===== src/rtl/encoder_pkg.sv =====
//------------------------------------------------------------------------------
// Module   : encoder_pkg
// Brief    : Shared widths and types for the 8-to-3 priority encoder.
// Revision : 1.0 - initial release
//------------------------------------------------------------------------------
`default_nettype none

package encoder_pkg;

    localparam int ENC_IN_W  = 8;
    localparam int ENC_OUT_W = $clog2(ENC_IN_W);

    typedef logic [ENC_IN_W-1:0]  enc_in_t;
    typedef logic [ENC_OUT_W-1:0] enc_idx_t;

endpackage : encoder_pkg

`default_nettype wire


===== src/rtl/prio_enc_comb.sv =====
//------------------------------------------------------------------------------
// Module   : prio_enc_comb
// Brief    : Combinational highest-set-bit priority encoder with any/multi flags.
// Revision : 1.0 - initial release
//------------------------------------------------------------------------------
`default_nettype none

module prio_enc_comb #(
    parameter  int IN_W  = 8,
    localparam int OUT_W = $clog2(IN_W)
) (
    input  logic [IN_W-1:0]  in,
    output logic [OUT_W-1:0] idx,
    output logic             any,
    output logic             multi
);

    logic [OUT_W-1:0] w_idx;
    logic [IN_W-1:0]  w_low_cleared;

    // Ascending scan: the last set bit visited is the most significant one.
    always_comb begin
        w_idx = '0;
        for (int i = 0; i < IN_W; i++) begin
            if (in[i]) begin
                w_idx = OUT_W'(i);
            end
        end
    end

    // Clearing the lowest set bit leaves something only if two or more were set.
    assign w_low_cleared = in & (in - IN_W'(1));

    assign idx   = w_idx;
    assign any   = |in;
    assign multi = |w_low_cleared;

endmodule : prio_enc_comb

`default_nettype wire


===== src/rtl/encoder_8to3.sv =====
//------------------------------------------------------------------------------
// Module   : encoder_8to3
// Brief    : Registered priority encoder; ENC_MULTIHOT_ERR_EN adds the err flag.
// Revision : 1.0 - initial release
//------------------------------------------------------------------------------
`default_nettype none

module encoder_8to3
    import encoder_pkg::*;
#(
    parameter  int IN_W  = ENC_IN_W,
    localparam int OUT_W = $clog2(IN_W)
) (
    input  logic             clk,
    input  logic             rst_n,
    input  logic             en,
    input  logic [IN_W-1:0]  in,
    output logic [OUT_W-1:0] out,
    output logic             valid
`ifdef ENC_MULTIHOT_ERR_EN
    ,
    output logic             err
`endif
);

    logic [OUT_W-1:0] w_idx;
    logic             w_any;
    logic             w_multi;

    logic [OUT_W-1:0] r_out;
    logic             r_valid;

    prio_enc_comb #(
        .IN_W  (IN_W)
    ) u_prio_enc_comb (
        .in    (in),
        .idx   (w_idx),
        .any   (w_any),
        .multi (w_multi)
    );

    // Reset outranks enable; with en low the captured result is held.
    always_ff @(posedge clk) begin
        if (!rst_n) begin
            r_out   <= '0;
            r_valid <= 1'b0;
        end else if (en) begin
            r_out   <= w_idx;
            r_valid <= w_any;
        end
    end

    assign out   = r_out;
    assign valid = r_valid;

`ifdef ENC_MULTIHOT_ERR_EN
    logic r_err;

    always_ff @(posedge clk) begin
        if (!rst_n) begin
            r_err <= 1'b0;
        end else if (en) begin
            r_err <= w_multi;
        end
    end

    assign err = r_err;
`else
    logic w_unused_multi;
    assign w_unused_multi = w_multi;
`endif

endmodule : encoder_8to3

`default_nettype wire


===== config.mk =====
export PLATFORM = sky130hd
export DESIGN_NAME = encoder_8to3
export DESIGN_NICKNAME = d
export VERILOG_FILES = /design/src/rtl/encoder_pkg.sv /design/src/rtl/prio_enc_comb.sv /design/src/rtl/encoder_8to3.sv
export SDC_FILE = /design/constraint.sdc
export NUM_CORES = 1
export LEC_CHECK = 0
export ABC_AREA = 1
export ABC_CLOCK_PERIOD_IN_PS = 950
export BUFFER_PORTS_ARGS = -buffer_cell sky130_fd_sc_hd__buf_4
export CAP_MARGIN = 20
export CORE_AREA = 5 5 42 44
export CTS_BUF_LIST = sky130_fd_sc_hd__clkbuf_4
export DETAILED_ROUTE_END_ITERATION = 8
export DIE_AREA = 0 0 47 49
export SETUP_SLACK_MARGIN = 0.2
export SLEW_MARGIN = 5
export SYNTH_ARGS = -nofsm -noshare
export SYNTH_HDL_FRONTEND = slang
export SYNTH_SLANG_ARGS = --single-unit

===== constraint.sdc =====
create_clock -name clk -period 0.95 [get_ports clk]
set_clock_uncertainty 0.15 [all_clocks]
set_input_delay 0.1425 -clock clk [delete_from_list [all_inputs] [get_ports clk]]
set_output_delay 0.1425 -clock clk [all_outputs]
set_load 0.03 [all_outputs]

# == Yosys cells after proc, flatten, opt, wreduce, memory -nomap -nowiden ==
# Index checks and enable logic that the tools add are counted.
# op_classes
n_mux,7
n_reduce_logical,1
# ops
op,count
3-bit two-way mux,4
8-bit OR reduction,1
2-bit two-way mux,2
1-bit two-way mux,1
# totals
register_bits,4
input_bits,11
output_inout_bits,4
elab_cells,10

# == Longest topological paths before layout ==
# depth
word_depth,7
depth_mapped,7
ltp_nobuf,7

# == Cells and area by module ==
# A second synthesis with hierarchy kept.
# unflattened
cells_unflattened,61
hier_area_um2,321.6
# modules_own_cells
mod,n_inst,cells_per_inst,area_each_um2,seq_area_each_um2
encoder_8to3,1,25,166.4,80.1
prio_enc_comb,1,36,155.1,0.0

# == Least setup slack after synthesis ==
# No wires, ideal clock.
# synth_timing
path_type,reg2reg
startpoint,"register, netlist name out[1]"
endpoint,"register r_out[1], in the netlist out[1]"
setup_time_ps,74
t_arrival_ps,708
slack_ps,18
path_stages_with_launch,3
period_less_slack_ps,932
path_cell_list,dfxtp_1 > o21ai_0 > a31oi_1
# synth_lines
element,line,text
end signal: assignment,encoder_8to3.sv:48,r_out <= w_idx;
end: declaration,encoder_8to3.sv:30,logic [OUT_W-1:0] r_out;

# == Worst setup path in the final report ==
# layout_timing
startpoint,"register r_out[0], in the netlist out[0]"
endpoint,output out[0]
# layout_lines
element,line,text
end: declaration,encoder_8to3.sv:18,"output logic [OUT_W-1:0] out,"
# No word-level cell between the ends.

==> results_dict.tcl <==
set metrics [dict create \
    diodes 0 \
    antenna_found_initial 0 \
    dp_hpwl_um 474 \
    rsz0062_at_grt "yes" \
    wl_met1_um 216 \
    synth_seq_cells 4 \
    ir_drop_mv 0.320 \
    syn_nets 44 \
    synth_top_cell_by_area "dfxtp_1" \
    tns_ps -144 \
    grt_pass1_vias 261 \
    nNetsFinal 65 \
    cts.clk_slew.worst_paths_ps 30 \
    min_period_over_period_pct 104 \
    wl_met3_um 48 \
    synth.avg_cell_area_um2 6.29 \
    synth_cells 33 \
    fp.dieH_um 49 \
    ys_warn_count 0 \
    end_kind "output pin" \
    final_layout_size_suffix_gt1_share_pct 57.7 \
    dr.pass1.iters 4 \
    final_hold_viol_count 0 \
    cts_buffers 3 \
    viasPerCell 3.96 \
    num_vias 269 \
    path_delay_family "flip-flops" \
    worstPathArrival_ps 700 \
    port_buffers 14 \
    cp.required_ps 660 \
    fmaxAchievable_mhz 1010 \
    critPathLaunchType "register" \
    root_buffer "clkbuf_4" \
    timing.hold.ws_ps 6.70 \
    crit_buf_inv 1 \
    topRoutingLayerUsed "met4" \
    postCtsHoldBufs 0 \
    rows 14 \
    overflow 0 \
    synth_area_leaders "dfxtp_1, nand2_1, inv_1, o21ai_0, nor2_1" \
    yosys-top-cells-count "nand2_1, inv_1, dfxtp_1" \
    drt_wl_total_um 531 \
    worstPathMaxFanout 2 \
    synth.most_common_cell "nand2_1" \
    max-cap-violations 0 \
    yosysUniqueCellTypes 12 \
    ioPinCount 15 \
    fp.dieW_um 47 \
    worstMarginPinSlew_ps 188 \
    wl_met2_um 246 \
    die-area_um2 2300 \
    cts_buffer_depth 2 \
    setup_violations 4 \
    start_util_pct 14.8 \
    cts_tree "done" \
    crit_chain "buf_6" \
    slowest_stage "dfxtp_4" \
    gp_congestion 0.614 \
    grt_max_degree 7 \
    final_antenna_net_count 0 \
    core_um2 1400 \
    slew_headroom_pct 87.3 \
    grt_pass1_wl_um 890 \
    async_flop_share_pct 0 \
    ys_seq_area_share_pct 38.6 \
    cts_sinks 4 \
    p_per_area_nw_per_um2 1280 \
    synth_edf_count 0 \
    netlist_area_um2 208 \
    htreeDepth 1 \
    cpPeakStageDelay_ps 330 \
    synth_top_area_share_pct 38.6 \
    report.final.slew_viol_count 0 \
    violations "setup timing" \
    status "finished with violations" \
    drc_errors 0 \
    p_leak_nw 0.210 \
    clk_latency_ps 230 \
    fin_ws_ps -37.5 \
    syn_to_final_growth_pct 101 \
    hold_path.class "in -> reg" \
    grt_usage_pct 5.71 \
    yosys_most_used_dff "dfxtp_1" \
    post_drt_wl_per_cell_um 7.81 \
    fin_crit_ps 988 \
    drt_iter0_drc 2 \
    path_class "reg -> out" \
]
## worst paths after layout
path           from      to  slack, ps  cells after the start
max reg2reg  out[1]  out[1]         60                      3
min reg2reg   valid   valid        320                      2
max          out[0]  out[0]        -40                      1
min              en  out[1]          7                      2
## where the power goes
part	switching (mW)	total (mW)	leakage, nW	internal, mW
Sequential	0.00885	0.188	0.0356	0.179
Clock	0.0613	0.202	0.0138	0.141
Combinational	0.0692	0.146	0.161	0.0767
Total	0.139	0.536	0.210	0.397
## sequential cells by signal, indices dropped and copies added (netlist names)
name and count:
out 3, valid 1
## final cells by class
| cell class | instances | area, um2 |
|---|---|---|
| Timing Repair Buffer | 16 | 139 |
| Tap cell | 16 | 20.0 |
| Multi-Input combinational cell | 22 | 115 |
| Fill cell | 167 | 983 |
| Inverter | 7 | 26.3 |
| Sequential cell | 4 | 95.1 |
| Clock buffer | 3 | 22.5 |
## kinds of logic (layout without fill, tap and decap cells)
group	count (synthesis)	count (layout)	synth area share, %
buf+inv	7	26	12.6
flops	4	4	38.6
simple gates	14	14	27.1
compound gates	8	8	21.7
## timing repair
| item | 4_1_cts | 5_1_grt |
|---|---|---|
| pin swaps | 1 | 2 |
| cloned | 0 | 0 |
| endpoints found under the setup margin | 5 | 8 |
| resized for setup | 5 | 2 |
| hold endpoints to repair | 0 | 0 |
| setup buffers | 2 | 0 |
## metal layers
| layer | GRT usage, % | vias to the layer above |
|---|---|---|
| li1 | - | 145 |
| met1 | 5.73 | 110 |
| met2 | 7.92 | 12 |
| met3 | 0.738 | 2 |
| met4 | 8.29 | 0 |
| met5 | 0 | - |
## metrics by stage
step                      cell area, um2  power [mW]  utilization (%)  setup slack, ps  std cells
after global placement               354       0.312             25.3             32.3         63
after floorplan                      229       0.248                -              166         33
after CTS                            410       0.546             29.3            -49.2         68
final                                418       0.536             29.8            -37.5         68
after global routing                 418       0.567             29.8            -54.7         68
after detailed placement             354       0.313             25.3             30.4         63
## placed cells by master (no fill, tap or decap)
cell type | Yosys | routed
buf_4 | 0 | 11
nand2_1 | 9 | 9
nor2_1 | 3 | 2
o21ai_0 | 3 | 1
a21oi_2 | 1 | 2
a21oi_1 | 2 | 1
inv_2 | 1 | 1
a31oi_1 | 1 | 1
nor2_2 | 1 | 2
dfxtp_4 | 0 | 4
buf_6 | 0 | 5
clkbuf_4 | 0 | 3
o21ai_2 | 0 | 2
nand3_1 | 1 | 1
inv_1 | 6 | 6
o21ai_1 | 1 | 1
No activity file was read; power rests on OpenSTA's default activity.
